===== src/rtl/pc_pkg.sv =====
// pc_pkg: shared types and constants for the fetch program counter.
//   pc_sel_e   - next-PC source chosen each cycle
//   INSN_BYTES - sequential instruction stride in bytes
//   ras_ptr_w  - RAS top-pointer width for a given RAS depth
package pc_pkg;

  typedef enum logic [2:0] {
    SEL_SEQ,
    SEL_RET,
    SEL_REDIR,
    SEL_TRAP,
    SEL_HOLD
  } pc_sel_e;

  localparam int unsigned INSN_BYTES = 4;

  function automatic int unsigned ras_ptr_w(input int unsigned depth);
    return (depth > 1) ? $clog2(depth) : 1;
  endfunction

endpackage


===== src/rtl/pc_unit_if.sv =====
// pc_unit_if: request/response bundle between control/branch-resolution
// logic (master) and the fetch program counter (slave).
//   requests : stall, trap_valid, trap_vector, redirect_valid, redirect_addr,
//              call_valid, ret_valid
//   responses: pc, pc_plus4, ras_empty, ras_miss, misalign, misalign_addr
interface pc_unit_if #(
  parameter int unsigned XLEN = 32
);

  logic            stall;
  logic            trap_valid;
  logic [XLEN-1:0] trap_vector;
  logic            redirect_valid;
  logic [XLEN-1:0] redirect_addr;
  logic            call_valid;
  logic            ret_valid;
  logic [XLEN-1:0] pc;
  logic [XLEN-1:0] pc_plus4;
  logic            ras_empty;
  logic            ras_miss;
  logic            misalign;
  logic [XLEN-1:0] misalign_addr;

  modport master (
    output stall, trap_valid, trap_vector, redirect_valid, redirect_addr,
           call_valid, ret_valid,
    input  pc, pc_plus4, ras_empty, ras_miss, misalign, misalign_addr
  );

  modport slave (
    input  stall, trap_valid, trap_vector, redirect_valid, redirect_addr,
           call_valid, ret_valid,
    output pc, pc_plus4, ras_empty, ras_miss, misalign, misalign_addr
  );

endinterface


===== src/rtl/pc_unit_return_addr_stack.sv =====
// return_addr_stack: circular return-address stack with top pointer and count.
//   clk, rst    - clock, async active-high reset (clears pointer and count)
//   i_push      - push i_push_data
//   i_pop       - pop top entry (ignored when empty)
//   i_push_data - address to push
//   o_top       - current top entry
//   o_empty     - no entries held
//   o_full      - RAS_DEPTH entries held
// Push when full overwrites the oldest entry; push+pop replaces the top.
module return_addr_stack
  import pc_pkg::*;
#(
  parameter int unsigned XLEN      = 32,
  parameter int unsigned RAS_DEPTH = 4
) (
  input  logic            clk,
  input  logic            rst,
  input  logic            i_push,
  input  logic            i_pop,
  input  logic [XLEN-1:0] i_push_data,
  output logic [XLEN-1:0] o_top,
  output logic            o_empty,
  output logic            o_full
);

  localparam int unsigned PW = ras_ptr_w(RAS_DEPTH);
  localparam int unsigned CW = $clog2(RAS_DEPTH + 1);

  logic [PW-1:0]   r_top;
  logic [CW-1:0]   r_count;
  logic [XLEN-1:0] r_mem [RAS_DEPTH];
  logic            w_pop_eff;
  logic [PW-1:0]   w_wr_idx;

  assign o_empty   = (r_count == '0);
  assign o_full    = (r_count == CW'(RAS_DEPTH));
  assign o_top     = r_mem[r_top];
  assign w_pop_eff = i_pop && !o_empty;
  // Simultaneous push+pop rewrites the top slot in place.
  assign w_wr_idx  = w_pop_eff ? r_top : r_top + PW'(1);

  always_ff @(posedge clk or posedge rst) begin
    if (rst) begin
      r_top   <= '0;
      r_count <= '0;
    end else if (i_push && w_pop_eff) begin
      r_top   <= r_top;
      r_count <= r_count;
    end else if (i_push) begin
      // Pointer wrap naturally drops the oldest entry when full.
      r_top <= r_top + PW'(1);
      if (!o_full) r_count <= r_count + CW'(1);
    end else if (w_pop_eff) begin
      r_top   <= r_top - PW'(1);
      r_count <= r_count - CW'(1);
    end
  end

  always_ff @(posedge clk) begin
    if (i_push) r_mem[w_wr_idx] <= i_push_data;
  end

endmodule


===== src/rtl/pc_unit.sv =====
// pc_unit: fetch program counter with trap/redirect/call/return selection,
// stall support and a return-address stack.
//   clk, rst - clock, async active-high reset
//   bus      - pc_unit_if.slave: requests in, pc/pc_plus4/RAS status out
// Next-PC priority: trap > redirect/call > ret > sequential; stall holds
// everything except a trap.
// Optional macro PC_MISALIGN_CHECK_EN: reject redirect/call targets with
// addr[1:0] != 0 (pc holds, misalign pulses). Undefined: low bits forced to 0.
module pc_unit
  import pc_pkg::*;
#(
  parameter int unsigned     XLEN         = 32,
  parameter logic [XLEN-1:0] RESET_VECTOR = '0,
  parameter int unsigned     RAS_DEPTH    = 4
) (
  input logic      clk,
  input logic      rst,
  pc_unit_if.slave bus
);

  logic [XLEN-1:0] r_pc;
  logic            r_ras_miss;
  logic [XLEN-1:0] w_pc_plus4;
  logic [XLEN-1:0] w_tgt;
  logic [XLEN-1:0] w_ras_top;
  logic [XLEN-1:0] w_pc_next;
  logic            w_ras_empty;
  logic            w_unused_ras_full;
  logic            w_redir_req;
  logic            w_tgt_bad;
  logic            w_push;
  logic            w_pop;
  pc_sel_e         w_sel;

  assign w_pc_plus4  = r_pc + XLEN'(INSN_BYTES);
  assign w_tgt       = bus.redirect_addr & ~XLEN'(INSN_BYTES - 1);
  assign w_redir_req = bus.redirect_valid || bus.call_valid;

`ifdef PC_MISALIGN_CHECK_EN
  assign w_tgt_bad = |bus.redirect_addr[1:0];
`else
  assign w_tgt_bad = 1'b0;
`endif

  always_comb begin
    w_sel = SEL_SEQ;
    if (bus.trap_valid)      w_sel = SEL_TRAP;
    else if (bus.stall)      w_sel = SEL_HOLD;
    else if (w_redir_req)    w_sel = w_tgt_bad ? SEL_HOLD : SEL_REDIR;
    else if (bus.ret_valid)  w_sel = SEL_RET;
  end

  // call+ret together pops then pushes, leaving the count unchanged.
  assign w_push = (w_sel == SEL_REDIR) && bus.call_valid;
  assign w_pop  = ((w_sel == SEL_REDIR) && bus.call_valid && bus.ret_valid) ||
                  (w_sel == SEL_RET);

  always_comb begin
    w_pc_next = w_pc_plus4;
    case (w_sel)
      SEL_TRAP:  w_pc_next = bus.trap_vector;
      SEL_HOLD:  w_pc_next = r_pc;
      SEL_REDIR: w_pc_next = w_tgt;
      SEL_RET:   w_pc_next = w_ras_empty ? w_tgt : w_ras_top;
      default:   w_pc_next = w_pc_plus4;
    endcase
  end

  return_addr_stack #(
    .XLEN      (XLEN),
    .RAS_DEPTH (RAS_DEPTH)
  ) u_ras (
    .clk         (clk),
    .rst         (rst),
    .i_push      (w_push),
    .i_pop       (w_pop),
    .i_push_data (w_pc_plus4),
    .o_top       (w_ras_top),
    .o_empty     (w_ras_empty),
    .o_full      (w_unused_ras_full)
  );

  always_ff @(posedge clk or posedge rst) begin
    if (rst) begin
      r_pc       <= RESET_VECTOR;
      r_ras_miss <= 1'b0;
    end else begin
      r_pc       <= w_pc_next;
      r_ras_miss <= (w_sel == SEL_RET) && w_ras_empty;
    end
  end

`ifdef PC_MISALIGN_CHECK_EN
  logic            r_misalign;
  logic [XLEN-1:0] r_misalign_addr;

  always_ff @(posedge clk or posedge rst) begin
    if (rst) begin
      r_misalign      <= 1'b0;
      r_misalign_addr <= '0;
    end else begin
      r_misalign <= !bus.trap_valid && !bus.stall && w_redir_req && w_tgt_bad;
      if (!bus.trap_valid && !bus.stall && w_redir_req && w_tgt_bad)
        r_misalign_addr <= bus.redirect_addr;
    end
  end

  assign bus.misalign      = r_misalign;
  assign bus.misalign_addr = r_misalign_addr;
`else
  assign bus.misalign      = 1'b0;
  assign bus.misalign_addr = '0;
`endif

  assign bus.pc        = r_pc;
  assign bus.pc_plus4  = w_pc_plus4;
  assign bus.ras_empty = w_ras_empty;
  assign bus.ras_miss  = r_ras_miss;

endmodule


===== src/flat_wrapper.sv =====
// flat-port wrapper written by rule: the top's interface ports become plain ports
module pc_unit_flat import pc_pkg::*;
#(
  parameter int unsigned     XLEN         = 32,
  parameter logic [XLEN-1:0] RESET_VECTOR = '0,
  parameter int unsigned     RAS_DEPTH    = 4
)
  (clk, rst, bus_stall, bus_trap_valid, bus_trap_vector, bus_redirect_valid, bus_redirect_addr, bus_call_valid, bus_ret_valid, bus_pc, bus_pc_plus4, bus_ras_empty, bus_ras_miss, bus_misalign, bus_misalign_addr);
  pc_unit_if #(.XLEN(XLEN)) bus_i ();
  input logic clk;
  input logic rst;
  input wire logic [$bits(bus_i.stall)-1:0] bus_stall;
  input wire logic [$bits(bus_i.trap_valid)-1:0] bus_trap_valid;
  input wire logic [$bits(bus_i.trap_vector)-1:0] bus_trap_vector;
  input wire logic [$bits(bus_i.redirect_valid)-1:0] bus_redirect_valid;
  input wire logic [$bits(bus_i.redirect_addr)-1:0] bus_redirect_addr;
  input wire logic [$bits(bus_i.call_valid)-1:0] bus_call_valid;
  input wire logic [$bits(bus_i.ret_valid)-1:0] bus_ret_valid;
  output wire logic [$bits(bus_i.pc)-1:0] bus_pc;
  output wire logic [$bits(bus_i.pc_plus4)-1:0] bus_pc_plus4;
  output wire logic [$bits(bus_i.ras_empty)-1:0] bus_ras_empty;
  output wire logic [$bits(bus_i.ras_miss)-1:0] bus_ras_miss;
  output wire logic [$bits(bus_i.misalign)-1:0] bus_misalign;
  output wire logic [$bits(bus_i.misalign_addr)-1:0] bus_misalign_addr;
  assign bus_i.stall = bus_stall;
  assign bus_i.trap_valid = bus_trap_valid;
  assign bus_i.trap_vector = bus_trap_vector;
  assign bus_i.redirect_valid = bus_redirect_valid;
  assign bus_i.redirect_addr = bus_redirect_addr;
  assign bus_i.call_valid = bus_call_valid;
  assign bus_i.ret_valid = bus_ret_valid;
  assign bus_pc = bus_i.pc;
  assign bus_pc_plus4 = bus_i.pc_plus4;
  assign bus_ras_empty = bus_i.ras_empty;
  assign bus_ras_miss = bus_i.ras_miss;
  assign bus_misalign = bus_i.misalign;
  assign bus_misalign_addr = bus_i.misalign_addr;
  pc_unit #(.XLEN(XLEN), .RESET_VECTOR(RESET_VECTOR), .RAS_DEPTH(RAS_DEPTH)) u_core (.clk(clk), .rst(rst), .bus(bus_i));
endmodule

===== config.mk =====
export PLATFORM = sky130hd
export DESIGN_NAME = pc_unit_flat
export DESIGN_NICKNAME = d
export VERILOG_FILES = /design/src/rtl/pc_pkg.sv /design/src/rtl/pc_unit_if.sv /design/src/rtl/pc_unit_return_addr_stack.sv /design/src/rtl/pc_unit.sv /design/src/flat_wrapper.sv
export SDC_FILE = /design/constraint.sdc
export NUM_CORES = 1
export LEC_CHECK = 0
export CORE_ASPECT_RATIO = 0.8
export CORE_MARGIN = 4
export CORE_UTILIZATION = 45
export CTS_CLUSTER_SIZE = 14
export DETAILED_ROUTE_END_ITERATION = 10
export PLACE_DENSITY = 0.72
export SETUP_SLACK_MARGIN = 0.1
export SYNTH_ARGS = -nofsm -noshare
export SYNTH_HDL_FRONTEND = slang
export SYNTH_SLANG_ARGS = --single-unit

===== constraint.sdc =====
create_clock -name clk -period 4.34 [get_ports clk]
set_input_delay 0.868 -clock clk [delete_from_list [all_inputs] [get_ports clk]]
set_output_delay 0.868 -clock clk [all_outputs]
set_load 0.01 [all_outputs]

Word-level counts from Yosys, hierarchy flattened
Memories as Yosys holds them, arrays and structs flattened.
Cells that the tools add are included.
{"block": "classes", "order_cmp": 0, "n_addsub": 5, "mux": 14, "mul": 0, "bitwise": 1, "n_div": 0, "eq_ne": 6, "reduce_logical": 12, "shifts": 0}
{"op": "32-bit one-hot mux with 4 select lines", "n": 1}
{"op": "32-bit by 3-bit adder with 32-bit output, second input constant", "n": 1}
{"op": "32-bit 2-to-1 mux", "n": 1}
{"op": "3-bit 2-to-1 mux", "n": 6}
{"op": "3-bit by 2-bit == test with 1-bit output, second input constant", "n": 2}
{"op": "3-bit == test, second input constant", "n": 2}
{"op": "2-bit 2-to-1 mux", "n": 3}
{"op": "1-bit logical AND", "n": 5}
{"op": "3-bit by 1-bit adder with 3-bit output, second input constant", "n": 1}
{"op": "3-bit by 1-bit == test with 1-bit output, second input constant", "n": 1}
{"op": "3-bit zero test", "n": 1}
{"op": "1-bit 2-to-1 mux", "n": 3}
{"op": "3-bit AND reduction", "n": 1}
{"op": "3-bit by 1-bit subtractor with 3-bit output, second input constant", "n": 1}
{"op": "2-bit by 1-bit adder with 2-bit output, second input constant", "n": 1}
{"op": "1-bit logical OR", "n": 2}
{"op": "2-bit inequality test, second input constant", "n": 1}
{"op": "2-bit AND reduction", "n": 1}
{"op": "2-bit nonzero test", "n": 1}
{"op": "2-bit by 1-bit subtractor with 2-bit output, second input constant", "n": 1}
{"op": "1-bit zero test", "n": 1}
{"op": "1-bit NOT", "n": 1}
{"block": "totals", "latchBits": 0, "out_inout_bits": 99, "romBits": 0, "input_bits": 71, "n_memories": 1, "ramBits": 128, "reg_bits": 38}
{"memory": "u_core.u_ras.r_mem", "words": 4, "width": 32, "rd": 1, "rd_ports_with_merged_regs": 0, "write_ports": 1, "line": "pc_unit_return_addr_stack.sv:31", "source": "logic [XLEN-1:0] r_mem [RAS_DEPTH];"}

Depth between registers and ports, before layout
Gate-level depths: netlist (run 1).
{"block": "logic_depth", "ltp_word": 12, "mapped_depth": 9, "depth_no_buf": 7}

Cells and area by module
A second synthesis (run 1) with hierarchy kept.
{"block": "unflattened", "cells_unflattened": 561, "hier_area_um2": 7926.4}
{"module": "return_addr_stack", "cells_each": 208, "instances": 1, "area_per_inst_um2": 5047.3}
{"module": "pc_unit", "cells_each": 353, "instances": 1, "area_per_inst_um2": 2879.0}

Least setup slack after synthesis (run 1)
Ideal clock, no wire load.
{"block": "synth_path", "path_type": "in2reg", "from": "input port bus_stall", "to": "memory u_core.u_ras.r_mem[0][0] (enable)", "slack_ps": 372, "t_arrival_ps": 3536, "path_stages": 5, "setup_time_ps": 432, "n_path_buf": 1, "path_cell_list": "clkbuf_1 nor2_1 o2111ai_1 or3_1 a21oi_1"}
{"block": "synth_between", "elab_chain_len": 8}
{"item": "start: declaration", "line": "flat_wrapper.sv:12", "source": "input wire logic [$bits(bus_i.stall)-1:0] bus_stall;"}
{"item": "3-bit 2-to-1 mux (*)", "line": "pc_unit.sv:48", "source": "else if (bus.stall) w_sel = SEL_HOLD;"}
{"item": "3-bit 2-to-1 mux (*)", "line": "pc_unit.sv:47", "source": "if (bus.trap_valid) w_sel = SEL_TRAP;"}
{"item": "3-bit by 2-bit == test with 1-bit output", "line": "pc_unit.sv:54, pc_unit.sv:55"}
{"item": "1-bit logical AND", "line": "pc_unit.sv:54, pc_unit.sv:55"}
{"item": "1-bit logical AND", "line": "pc_unit.sv:55", "source": "assign w_pop = ((w_sel == SEL_REDIR) && bus.call_valid && bus.ret_valid) ||"}
{"item": "1-bit logical OR", "line": "pc_unit.sv:55"}
{"item": "1-bit logical AND", "line": "pc_unit_return_addr_stack.sv:38", "source": "assign w_pop_eff = i_pop && !o_empty;"}
{"item": "2-bit 2-to-1 mux", "line": "pc_unit_return_addr_stack.sv:40", "source": "assign w_wr_idx = w_pop_eff ? r_top : r_top + PW'(1);"}
{"item": "end: declaration", "line": "pc_unit_return_addr_stack.sv:31"}
Mark *: on every way between the ends. The rest lies on a longest branch, timed or not.

Worst setup path in the final report (run 1)
{"block": "layout_path", "from": "register u_core.r_pc[2], in the netlist u_core.bus.pc[2]", "to": "output port bus_pc_plus4[24]"}
{"block": "layout_between", "elab_chain_len": 1}
{"item": "start: declaration", "line": "pc_unit.sv:21", "source": "logic [XLEN-1:0] r_pc;"}
{"item": "start signal: assignment", "line": "pc_unit.sv:88", "source": "r_pc <= w_pc_next;"}
{"item": "32-bit by 3-bit adder with 32-bit output", "line": "pc_unit.sv:35", "source": "assign w_pc_plus4 = r_pc + XLEN'(INSN_BYTES);"}
{"item": "end: declaration", "line": "flat_wrapper.sv:20", "source": "output wire logic [$bits(bus_i.pc_plus4)-1:0] bus_pc_plus4;"}
No other way between the ends.

==> results.yml, run 1 <==
global_routing:
  grt_pass1_vias: 5561
  antenna_found_initial: 0
  grt_use_total_pct: 22.4
  grt_pass1_wl_mm: 33.4
  grt_max_degree: 35
  overflow: 0
synthesis:
  ys.flop_type: "edfxtp_1"
  synth-seq-cells: 166
  ys_warn_count: 0
  synth.most_common_cell: "edfxtp_1"
  synth_area_leaders: "edfxtp_1 48%, dfrtp_1 12%, mux4_2 8.8%"
  synth_common_cells: "128 x edfxtp_1, 38 x dfrtp_1, 37 x buf_4"
  synth-edff-count: 128
  synthDistinctLibCells: 62
  synth_cells: 556
  synth.avg_cell_area_um2: 14.3
  ys_seq_area_share_pct: 60.1
  synth_top_area_cell: "edfxtp_1"
  netlist_area_um2: 7970
  yosysTopAreaCellShare_pct: 48.2
  async_flop_share_pct: 22.9
clocking:
  htreeDepth: 4
  clockBufferDepth: 2
  cts_setup_buffers: 0
  clock_latency_ns: 0.43
  cts_made_buffers: 17
  clk_pin_slew_ns: 0.07
  cts_root_buf: "clkbuf_16"
  cts_tree: "done"
  cts_sinks: 166
  cts-hold-fix-buffers: 0
run_status:
  status: "completed"
sta:
  finalMaxSlewViolations: 0
  period_needed_ns: 4.06
  fin_tns_setup_ns: 0
  tightestPinTransition_ns: 1.22
  timing.final.crit_share_pct: 93.6
  setup_viol: 0
  fmax_mhz: 246
  finalHoldViolations: 0
  clock-skew-final_ns: 0.00683
  slew_headroom_pct: 18.5
  rsz0062_at_grt: "no"
  final.setup.worst_slack_ns: 0.277
cells_and_area:
  nFillCells: 1335
  drive_gt1_share_pct: 15.6
  syn_to_final_growth_pct: 26.6
  diodes: 0
  finalNetCount: 766
  final_area_um2: 10100
  final_util_pct: 58.1
worst_setup_path:
  worst-path-max-fanout: 7
  startpoint: "u_core.bus.pc[2]$_DFFE_PP0N_"
  crit_type: "flop to output pin"
  reg2reg_from: "u_core.u_ras.r_top[0]$_DFFE_PP0P_"
  crit_end: "bus_pc_plus4[24]"
  reg2reg_slack_ns: 1.67
  critPathArrivalTime_ns: 3.20
  cp.required_ns: 3.47
  startpoint_type: "flop"
  r2r_cells: 4
  endpoint_kind: "output pin"
  r2r-end: "u_core.bus.pc[27]$_DFFE_PP0N_"
placement:
  place_congestion: 0.859
  numPortBuffers: 134
  dpl_cell_area_um2: 9450
  place_ws_ns: 0.580
  hpwl_mm: 15.3
detailed_routing:
  drc: 0
  post_drt_wl_per_cell_um: 23.6
  num_vias: 5569
  ant_nets: 0
  drtIter0Drc: 722
  avgViaCountPerCell: 5.99
  firstDrtPassIters: 5
  drt-total-wl_mm: 22.0
power:
  pwr_density_cell_nw_per_um2: 477
  finalPower_uw: 4820
  peakVddDrop_uv: 334
  leakage_uw: 0.00361
die:
  core_area_um2: 17400
  initial_core_util_pct: 45.9
  ios: 170
  die_y_um: 127
  dieArea_um2: 19900
  row_count: 43
  die_w_um: 157
worst_hold_path:
  hold_path_startpoint: "u_core.u_ras.r_count[2]$_DFFE_PP0P_"
  min_path_type: "flop to flop"
job:
  max_cap_violations: 0
[logic make-up (layout without fill, tap and decap cells)]
kind of cell	after synthesis	count (layout)	share of synthesized area [%]
flops	166	166	60.1
simple gates	136	136	10.0
compound gates	97	97	9.32
buf+inv	85	201	6.53
xor+xnor	35	35	4.13
mux	32	32	9.09
fa+ha+maj	4	4	0.722
other cells	1	33	0.0470
[cell usage in the layout (no fill, tap or decap), types with 3 or more instances in the layout]
master | synthesis | routed
nor2_1 | 19 | 18
mux4_2 | 31 | 31
inv_1 | 16 | 16
or3_1 | 3 | 3
a22oi_1 | 7 | 7
nor3_2 | 2 | 3
buf_4 | 37 | 16
inv_6 | 0 | 6
nor3_1 | 13 | 12
edfxtp_1 | 128 | 128
conb_1 | 1 | 33
a222oi_1 | 5 | 5
dfrtp_1 | 38 | 37
xor2_1 | 19 | 17
nor4_1 | 4 | 4
nor4_4 | 3 | 3
o21ai_0 | 14 | 14
a221o_1 | 28 | 28
a221oi_1 | 3 | 3
nand2b_1 | 5 | 5
and4_1 | 3 | 3
a21oi_1 | 21 | 19
nand2_1 | 32 | 32
bufinv_16 | 0 | 3
clkbuf_16 | 0 | 17
nand3_1 | 11 | 11
clkinvlp_4 | 0 | 3
xnor2_1 | 13 | 13
clkdlybuf4s50_1 | 0 | 133
and3_1 | 13 | 13
xor2_2 | 3 | 5
nand4_1 | 11 | 11
[stage by stage]
stage	std cells	hold slack (ns)
finish	929	0.584
global route	929	0.628
CTS	929	0.571
detailed placement	897	0.556
global placement	897	0.532
floorplan	588	0.505
[layer usage]
layer	part of all wire (%)	GRT usage, %	up-vias
met5	0	0	-
met4	2.6	7.96	0
met3	9.3	5.93	43
met2	48	34.5	315
met1	40	30.9	2834
li1	-	-	2377
[layout make-up]
cell class,instances,area [µm²],area share (%)
Clock buffer,18,439,4.35
Clock inverter,14,185,1.83
Inverter,17,63.8,0.632
Multi-Input combinational cell,337,2820,28.0
Sequential cell,166,4800,47.5
Tap cell,225,282,2.79
Timing Repair Buffer,152,1500,14.9
[worst min-delay path by stage]
stage / end / cells past startpoint
floorplan: u_core.u_ras.r_count[2]$_DFFE_PP0P_ / 1
global placement: u_core.u_ras.r_count[2]$_DFFE_PP0P_ / 1
detailed placement: u_core.u_ras.r_count[2]$_DFFE_PP0P_ / 1
CTS: u_core.u_ras.r_count[2]$_DFFE_PP0P_ / 1
global route: u_core.bus.pc[13]$_DFFE_PP0N_ / 1
finish: u_core.u_ras.r_count[2]$_DFFE_PP0P_ / 1
[registers in the layout, summed over array words and instances (netlist names)]
name,cells
u_core.u_ras.r_mem,128
u_core.bus.pc,32
u_core.u_ras.r_count,3
u_core.u_ras.r_top,2
u_core.bus.ras_miss,1
[power breakdown]
part,switching (µW),total (µW),leakage [µW],internal (µW)
sequential,199,2080,0.00161,1880
clock,650,1590,0.000297,936
combinational,546,1150,0.00170,604
[critical path: stages, from the launching register on]
cell	delay [ns]
dfrtp_1	0.48
ha_2	0.30
nand4_2	0.17
or4_4	0.61
nor3_1	0.33
xor2_2	0.28
clkdlybuf4s50_1	0.60
[repair_timing]
action / CTS / global route
endpoints found under the hold margin: 0 / 0
endpoints found under the setup margin: 1 / 3
gates resized for setup: 1 / 3
pin swaps: 0 / 0
No activity file was read; power rests on OpenSTA's default activity.
==> inputs of run 2 (changes only) <==
Settings changed: CORE_MARGIN 4 to unset, MAX_ROUTING_LAYER set to met4.
==> results.yml, run 2 (same netlist as run 1, synthesis figures left out) <==
global_routing:
  antenna_found_initial: 0
  overflow: 0
  grt_pass1_wl_mm: 32.2
  grt_max_degree: 39
  grt_use_total_pct: 25.3
  grt_pass1_vias: 5366
clocking:
  clock_latency_ns: 0.44
  cts_root_buf: "clkbuf_16"
  clockBufferDepth: 2
  clk_pin_slew_ns: 0.06
  cts_made_buffers: 17
  cts_sinks: 166
  cts-hold-fix-buffers: 0
  cts_tree: "done"
  htreeDepth: 4
die:
  die_w_um: 151
  initial_core_util_pct: 46.0
  die_y_um: 121
  core_area_um2: 17300
  dieArea_um2: 18300
  row_count: 43
  ios: 170
worst_setup_path:
  path_delay_family: "simple AND/OR/NAND/NOR gates"
  reg2reg_slack_ns: 1.68
  crit_type: "flop to output pin"
  critPathBufInv: 1
  critPathArrivalTime_ns: 3.27
  crit_path_cell_trace: "ha_1, nand4_2, or4_4, nor3_1, xor2_2, clkdlybuf4s50_1"
  startpoint: "u_core.bus.pc[2]$_DFFE_PP0N_"
  r2r_cells: 4
  cp.required_ns: 3.47
  reg2reg_from: "u_core.u_ras.r_top[0]$_DFFE_PP0P_"
  startpoint_type: "flop"
  cpPeakStageDelay_ns: 0.60
  endpoint_kind: "output pin"
  r2r-end: "u_core.u_ras.r_mem[2][16]$_DFFE_PP_"
  worst-path-max-fanout: 7
  worst_path_max_delay_cell: "or4_4"
power:
  power_frac_clock_pct: 32.8
  pwr_density_cell_nw_per_um2: 478
  intPower_uw: 3410
  peakVddDrop_uv: 331
  combPwrFrac_pct: 24.7
  power.switching_uw: 1410
  leakage_uw: 0.00358
  swShare_pct: 29.3
  p_seq_share_pct: 42.5
worst_hold_path:
  min_path_type: "flop to flop"
  hold_path_depth: 1
  hold_path_startpoint: "u_core.u_ras.r_count[2]$_DFFE_PP0P_"
  worstHoldEndpoint: "u_core.u_ras.r_count[2]$_DFFE_PP0P_"
cells_and_area:
  nFillCells: 1360
  finalNetCount: 765
  drive_gt1_share_pct: 15.5
  final_common_cell: "clkdlybuf4s50_1"
  syn_to_final_growth_pct: 26.4
  largest_register_ffs: 128
  most-common-layout-cells: "133 x clkdlybuf4s50_1, 128 x edfxtp_1, 37 x dfrtp_1, 33 x conb_1, 32 x nand2_1"
  top_register: "u_core.u_ras.r_mem"
  diodes: 0
sta:
  fin_tns_setup_ns: 0
  slew_headroom_pct: 42.6
  rsz0062_at_grt: "yes"
  fmax_mhz: 242
  timing.final.crit_share_pct: 95.2
  finalHoldViolations: 0
  clock-skew-final_ns: 0.00973
  tightestPinTransition_ns: 0.861
  setup_viol: 0
  final.setup.worst_slack_ns: 0.206
  finalMaxSlewViolations: 0
  period_needed_ns: 4.13
detailed_routing:
  drt-total-wl_mm: 21.6
  drc: 0
  firstDrtPassIters: 5
  avgViaCountPerCell: 5.98
  ant_nets: 0
  drtIter0Drc: 538
  num_vias: 5550
  post_drt_wl_per_cell_um: 23.2
job:
  max_cap_violations: 0
placement:
  numPortBuffers: 134
  place_ws_ns: 0.494
  place_congestion: 0.884
  hpwl_mm: 14.8
run_status:
  status: "completed"
[run 2: power by group through the flow]
stage               clock [µW]  combinational (µW)  sequential [µW]
global placement             0                1160             2070
floorplan                    0                 791             2000
global route              1650                1270             2070
CTS                       1590                1190             2050
finish                    1580                1190             2050
detailed placement           0                1190             2080
[run 2: routing by layer]
metal	track usage (%)	part of all wire [%]	vias to the layer above
met4	10.0	2.6	0
met5	-	0	-
met2	36.5	46	325
met3	5.30	8.3	52
met1	35.2	43	2790
li1	-	-	2383
[run 2: cell type report]
| cell class | instances | area [µm²] | area share (%) |
|---|---|---|---|
| Clock buffer | 18 | 429 | 4.26 |
| Clock inverter | 14 | 189 | 1.88 |
| Inverter | 17 | 63.8 | 0.633 |
| Multi-Input combinational cell | 337 | 2840 | 28.2 |
| Sequential cell | 166 | 4800 | 47.6 |
| Tap cell | 225 | 282 | 2.79 |
| Timing Repair Buffer | 151 | 1480 | 14.7 |
[run 2: worst max path at each step]
stage / end / slack [ns] / cells after the start
after global placement: bus_pc_plus4[30] / 0.62 / 7
after global routing: bus_pc_plus4[24] / 0.05 / 6
final: bus_pc_plus4[24] / 0.21 / 6
after floorplan: u_core.u_ras.r_mem[0][0]$_DFFE_PP_ / 0.37 / 5
after CTS: bus_pc_plus4[24] / 0.13 / 6
after detailed placement: bus_pc_plus4[30] / 0.49 / 7
[run 2: what timing repair did]
| item | CTS | global route |
|---|---|---|
| setup buffers | 0 | 0 |
| resized for setup | 1 | 4 |
| setup endpoints to repair | 1 | 4 |
[run 2: stage by stage]
stage	hold WS, ns	cell area (µm²)	power, µW	utilization [%]	instances
after detailed placement	0.580	9430	3270	54.4	896
after CTS	0.585	10000	4830	58.0	928
after floorplan	0.505	8090	2790	-	588
final	0.583	10100	4820	58.2	928
after global routing	0.609	10100	4990	58.2	928
after global placement	0.529	9430	3230	54.4	896
